**src/rtl/lsu_dmem_master.sv**
```systemverilog
// Load/store unit driving a word-wide data memory: RMW for SB/SH, lane extract/extend for loads.
// Optional build macro LSU_BYTE_STROBE_EN adds memByteEn and turns SB/SH into single writes.
module lsu_dmem_master #(
   parameter int unsigned MEM_SIZE_KB = 1
) (
   input  logic        clk,
   input  logic        rst,
   input  logic        reqValid,
   output logic        reqReady,
   input  logic        reqWrite,
   input  logic [2:0]  reqFunct3,
   input  logic [31:0] reqAddr,
   input  logic [31:0] reqWData,
   output logic        respValid,
   output logic [31:0] respRData,
   output logic        respErr,
   output logic        memRead,
   output logic        memWrite,
   output logic [31:0] memAddr,
   output logic [31:0] memWriteData,
   output logic [2:0]  memFunct3,
`ifdef LSU_BYTE_STROBE_EN
   output logic [3:0]  memByteEn,
`endif
   input  logic [31:0] memReadData
);

   localparam logic [31:0] MEM_BYTES = 32'(MEM_SIZE_KB * 1024);

   typedef enum logic [1:0] {IDLE, READ, WRITE, RESP} state_t;

   state_t      state_q, state_d;
   logic        write_q, write_d;
   logic [2:0]  funct3_q, funct3_d;
   logic [1:0]  lane_q, lane_d;
   logic [15:0] wdata_q, wdata_d;
   logic        err_q, err_d;
   logic [31:0] rdata_q, rdata_d;
   logic [31:0] mem_addr_q, mem_addr_d;
   logic [31:0] mem_wdata_q, mem_wdata_d;
`ifdef LSU_BYTE_STROBE_EN
   logic [3:0]  be_q, be_d;
`endif

   logic        req_byte, req_half, req_word, legal_f3, misalign, req_err;
   logic [4:0]  shamt;
   logic [31:0] shifted, lane_mask, lane_data, merged, load_val;

   assign req_byte = (reqFunct3[1:0] == 2'b00);
   assign req_half = (reqFunct3[1:0] == 2'b01);
   assign req_word = (reqFunct3 == 3'b010);
   assign legal_f3 = reqWrite ? (reqFunct3[2] == 1'b0 && reqFunct3[1:0] != 2'b11)
                              : (reqFunct3 != 3'b011 && reqFunct3 != 3'b110 && reqFunct3 != 3'b111);
   assign misalign = (req_half && reqAddr[0]) || (req_word && reqAddr[1:0] != 2'b00);
   assign req_err  = !legal_f3 || misalign || (reqAddr >= MEM_BYTES);

   // Half lanes are always 2-byte aligned here, so lane*8 covers both byte and half selects.
   assign shamt     = {lane_q, 3'b000};
   assign shifted   = memReadData >> shamt;
   assign lane_mask = ((funct3_q[1:0] == 2'b00) ? 32'h0000_00FF : 32'h0000_FFFF) << shamt;
   assign lane_data = ({16'h0000, wdata_q} << shamt) & lane_mask;
   assign merged    = (memReadData & ~lane_mask) | lane_data;

   always_comb begin
      load_val = memReadData;
      case (funct3_q)
         3'b000:  load_val = {{24{shifted[7]}}, shifted[7:0]};
         3'b001:  load_val = {{16{shifted[15]}}, shifted[15:0]};
         3'b100:  load_val = {24'h000000, shifted[7:0]};
         3'b101:  load_val = {16'h0000, shifted[15:0]};
         default: load_val = memReadData;
      endcase
   end

   always_comb begin
      state_d     = state_q;
      write_d     = write_q;
      funct3_d    = funct3_q;
      lane_d      = lane_q;
      wdata_d     = wdata_q;
      err_d       = err_q;
      rdata_d     = rdata_q;
      mem_addr_d  = mem_addr_q;
      mem_wdata_d = mem_wdata_q;
`ifdef LSU_BYTE_STROBE_EN
      be_d        = be_q;
`endif
      case (state_q)
         IDLE: begin
            if (reqValid) begin
               write_d  = reqWrite;
               funct3_d = reqFunct3;
               lane_d   = reqAddr[1:0];
               wdata_d  = reqWData[15:0];
               err_d    = req_err;
               rdata_d  = 32'h0;
               if (req_err) begin
                  state_d = RESP;
               end else begin
                  mem_addr_d = {reqAddr[31:2], 2'b00};
                  if (!reqWrite) begin
                     state_d = READ;
                  end else if (req_word) begin
                     state_d     = WRITE;
                     mem_wdata_d = reqWData;
`ifdef LSU_BYTE_STROBE_EN
                     be_d        = 4'b1111;
`endif
                  end else begin
`ifdef LSU_BYTE_STROBE_EN
                     state_d     = WRITE;
                     mem_wdata_d = req_byte ? {4{reqWData[7:0]}} : {2{reqWData[15:0]}};
                     be_d        = (req_byte ? 4'b0001 : 4'b0011) << reqAddr[1:0];
`else
                     state_d     = READ;
`endif
                  end
               end
            end
         end
         READ: begin
            if (write_q) begin
               mem_wdata_d = merged;
               state_d     = WRITE;
            end else begin
               rdata_d = load_val;
               state_d = RESP;
            end
         end
         WRITE:   state_d = RESP;
         RESP:    state_d = IDLE;
         default: state_d = IDLE;
      endcase
   end

   always_ff @(posedge clk) begin
      if (rst) begin
         state_q     <= IDLE;
         write_q     <= 1'b0;
         funct3_q    <= 3'b000;
         lane_q      <= 2'b00;
         wdata_q     <= 16'h0;
         err_q       <= 1'b0;
         rdata_q     <= 32'h0;
         mem_addr_q  <= 32'h0;
         mem_wdata_q <= 32'h0;
`ifdef LSU_BYTE_STROBE_EN
         be_q        <= 4'b0000;
`endif
      end else begin
         state_q     <= state_d;
         write_q     <= write_d;
         funct3_q    <= funct3_d;
         lane_q      <= lane_d;
         wdata_q     <= wdata_d;
         err_q       <= err_d;
         rdata_q     <= rdata_d;
         mem_addr_q  <= mem_addr_d;
         mem_wdata_q <= mem_wdata_d;
`ifdef LSU_BYTE_STROBE_EN
         be_q        <= be_d;
`endif
      end
   end

   // Strobes are gated with rst so an aborted RMW never commits in the reset cycle.
   assign reqReady     = rst || (state_q == IDLE);
   assign respValid    = !rst && (state_q == RESP);
   assign respRData    = respValid ? rdata_q : 32'h0;
   assign respErr      = respValid && err_q;
   assign memRead      = !rst && (state_q == READ);
   assign memWrite     = !rst && (state_q == WRITE);
   assign memAddr      = mem_addr_q;
   assign memWriteData = mem_wdata_q;
   assign memFunct3    = 3'b010;
`ifdef LSU_BYTE_STROBE_EN
   assign memByteEn    = memWrite ? be_q : 4'b0000;
`endif

endmodule

```
**config.mk**
```make
export PLATFORM = sky130hd
export DESIGN_NAME = lsu_dmem_master
export DESIGN_NICKNAME = d
export VERILOG_FILES = /design/src/rtl/lsu_dmem_master.sv
export SDC_FILE = /design/constraint.sdc
export NUM_CORES = 1
export LEC_CHECK = 0
export ABC_AREA = 1
export BUFFER_PORTS_ARGS = -buffer_cell sky130_fd_sc_hd__buf_2
export CAP_MARGIN = 10
export CORE_MARGIN = 8
export CORE_UTILIZATION = 29
export DETAILED_ROUTE_END_ITERATION = 7
export GPL_TIMING_DRIVEN = 0
export PLACE_DENSITY_LB_ADDON = 0.12
export SLEW_MARGIN = 15
export SYNTH_ARGS = -nofsm -noshare
export SYNTH_HDL_FRONTEND = slang
export SYNTH_SLANG_ARGS = --single-unit
```
**constraint.sdc**
```tcl
create_clock -name clk -period 2.1 [get_ports clk]
set_clock_uncertainty 0.1 [all_clocks]
set_input_delay 0.21 -clock clk [delete_from_list [all_inputs] [get_ports clk]]
set_output_delay 0.21 -clock clk [all_outputs]
set_load 0.01 [all_outputs]
```
==> impl_metrics.toml <==
[status]
status = "finished clean"

[floorplan]
ioPinCount = 207
num_rows = 54
die_w_um = 164
initial_core_util_pct = 29.3
die_y_um = 164
core_area_um2 = 21600
dieArea_um2 = 26900

[timing]
fin_crit_sh_pct = 95.7
hold_viol_final = 0
finalCriticalPeriod_ps = 2010
rsz0062_at_grt = "no"
slew_headroom_pct = 54.2
slew_violations = 0
fmax_mhz = 498
worst_slack_ps = 91.1
finalSetupViolations = 0
worstMarginPinSlew_ps = 687

[yosys]
syn_area_um2 = 6340
ys.flop_type = "dfxtp_1"
syn_area_per_cell_um2 = 6.17
yosysSeqAreaShare_pct = 37.6
synthCells = 1027
async_reset_ff_share_pct = 0
synth_edf_count = 0
synth.distinct_cells = 31
ys_warn_count = 0
synth_seq_cells = 119

[worst_setup_path]
cp.arrival_ps = 2220
cp_max_fo = 10
crit_type = "reg -> reg"
worstSetupStartpointType = "register"
cp.required_ps = 2310
crit_path_end_kind = "register"

[clock_tree]
cts.sinks = 119
cts_max_path_buffers = 2
clkTransAtPathRegs_ps = 60
cts_buffers = 17
cts_max_level = 4
cts_tree = "yes"
cts_root_buf = "clkbuf_16"
clk_latency_ps = 420

[power_and_ir_drop]
p_seq_share_pct = 33.0
switchingPower_mw = 3.16
combinationalPowerShare_pct = 33.1
intPower_mw = 5.04
leakage_nw = 4.33
ir_worst_vdd_mv = 0.655
power.share.clock_pct = 33.9
p_per_area_nw_per_um2 = 950
swShare_pct = 38.5

[final_layout]
nets = 1381
fillers = 2458
drive_above_1_share_pct = 23.1
synthToLayoutAreaGrowth_pct = 36.0
final_cells = 1568

[global_route]
overflow = 0
grt_pass1_wl_um = 38000
track_usage_pct = 18.3
grt_pass1_vias = 6956
grt_max_degree = 17
antenna_found_initial = 2

[detailed_routing]
detail-route-antenna-nets = 0
drcViolationCount = 0
post_drt_wl_per_cell_um = 15.7
wirelength_um = 24600
drt_pass1_iterations = 5
routed_via_density = 4.49
vias = 7034
drt_iter0_markers = 441

[placement]
post-place-ws_ps = -320
portBuffers = 200
gp_congestion = 0.869
dp.cells = 1510
dp_hpwl_um = 20000

[run]
drv_cap = 0

[min_path]
holdCritPathClass = "in -> reg"
-- synthesized netlist by cell type (4+ instances only) --
| cell | instances | area [um^2] |
|---|---|---|
| nand2_1 | 255 | 957 |
| nor2_1 | 181 | 679 |
| inv_1 | 131 | 492 |
| dfxtp_1 | 119 | 2380 |
| a21oi_1 | 92 | 460 |
| nand3_1 | 52 | 260 |
| o21ai_0 | 50 | 250 |
| clkbuf_1 | 40 | 150 |
| o21ai_1 | 21 | 105 |
| buf_2 | 13 | 65.1 |
| o211ai_1 | 12 | 90.1 |
| o221ai_1 | 11 | 96.3 |
| buf_4 | 8 | 60.1 |
| o22ai_1 | 7 | 43.8 |
| buf_1 | 5 | 18.8 |
| ha_1 | 4 | 50.1 |
| inv_2 | 4 | 15.0 |
-- layer usage --
layer	vias up	track usage, %	wire [um]	share of wire, %
li1	3723	-	-	-
met1	3102	23.9	11600	47
met2	185	29.3	11100	45
met3	20	5.46	1650	6.7
met4	4	3.68	201	0.82
met5	-	0	18	0.073
-- state kept, by name, summed over array words and instances (netlist names) --
name          count
err_q             1
funct3_q          3
lane_q            2
memAddr          30
memWriteData     32
rdata_q          32
state_q           2
wdata_q          16
write_q           1
-- final timing paths --
path	from	end	slack, ps	cells after the start
worst min register to register	memAddr[31]$_SDFFE_PP0P_	memAddr[31]$_SDFFE_PP0P_	350	2
worst max-delay path	lane_q[1]$_SDFFE_PP0P_	memWriteData[17]$_SDFFE_PP0P_	90	10
worst max register to register	lane_q[1]$_SDFFE_PP0P_	memWriteData[17]$_SDFFE_PP0P_	90	10
worst min-delay path	reqWData[17]	memWriteData[17]$_SDFFE_PP0P_	20	5
-- through the flow --
step	hold WS, ps	instance area, um^2	util, %	setup TNS [ps]	power [mW]
6_report	16.3	8630	39.9	0	8.19
5_1_grt	17.0	8620	39.9	0	8.72
4_1_cts	4.13	8550	39.5	0	8.18
3_5_place_dp	340	7700	35.6	-7640	5.31
3_3_place_gp	332	7700	35.6	-8740	5.31
2_1_floorplan	245	6350	-	0	4.42
-- cell usage in the layout (no fill, tap or decap), types with 20 or more instances in the layout --
cell type,count
a21oi_1,91
buf_2,208
clkbuf_1,25
dfxtp_1,118
dlygate4sd3_1,24
inv_1,129
nand2_1,251
nand3_1,52
nor2_1,178
o21ai_0,49
o21ai_1,20
-- worst max-delay path, cell delays in order (launching register included) --
cell and delay (ps):
dfxtp_2 400, inv_2 60, buf_6 150, nor2_4 230
o21bai_2 200, buf_4 220, o211ai_1 150, o211ai_1 170
nand2_1 80, nor2_1 90, nor2_1 50
-- cell type report --
cell class | instances | area (um^2) | share of cell area, %
clock buffers | 17 | 425 | 4.93
flip-flops and latches | 119 | 2380 | 27.6
well taps | 280 | 350 | 4.06
repair buffers | 225 | 1250 | 14.5
clock inverters | 15 | 133 | 1.54
multi-input cells | 705 | 3180 | 36.9
inverters | 138 | 523 | 6.06
plain buffers | 68 | 380 | 4.41
diodes | 1 | 2.50 | 0.0290
-- power groups by stage --
stage | clock [mW] | combinational, mW | sequential (mW)
detailed placement | 0 | 2.56 | 2.75
global placement | 0 | 2.56 | 2.74
global route | 2.93 | 3.05 | 2.74
CTS | 2.82 | 2.65 | 2.70
finish | 2.77 | 2.71 | 2.71
floorplan | 0 | 1.63 | 2.79
-- kinds of logic (layout without fill, tap and decap cells) --
| group | after synthesis | in the layout | synth area share, % |
|---|---|---|---|
| AO/OA/AOI/OAI | 199 | 199 | 17.4 |
| multiplexers | 1 | 1 | 0.158 |
| other | 2 | 6 | 0.118 |
| AND/OR/NAND/NOR | 496 | 496 | 30.8 |
| buffers and inverters | 206 | 463 | 13.2 |
| adder cells (fa/ha/maj) | 4 | 4 | 0.789 |
| flip-flops | 119 | 119 | 37.6 |
-- what timing repair did --
item | in CTS | in global routing
resized for setup | 20 | 44
hold buffers | 24 | 0
setup buffers | 0 | 1
setup endpoints to repair | 93 | 100
pin swaps | 0 | 1
cloned | 0 | 0
hold endpoints to repair | 29 | 0
Note: power is estimated with default switching activity, not from simulation.
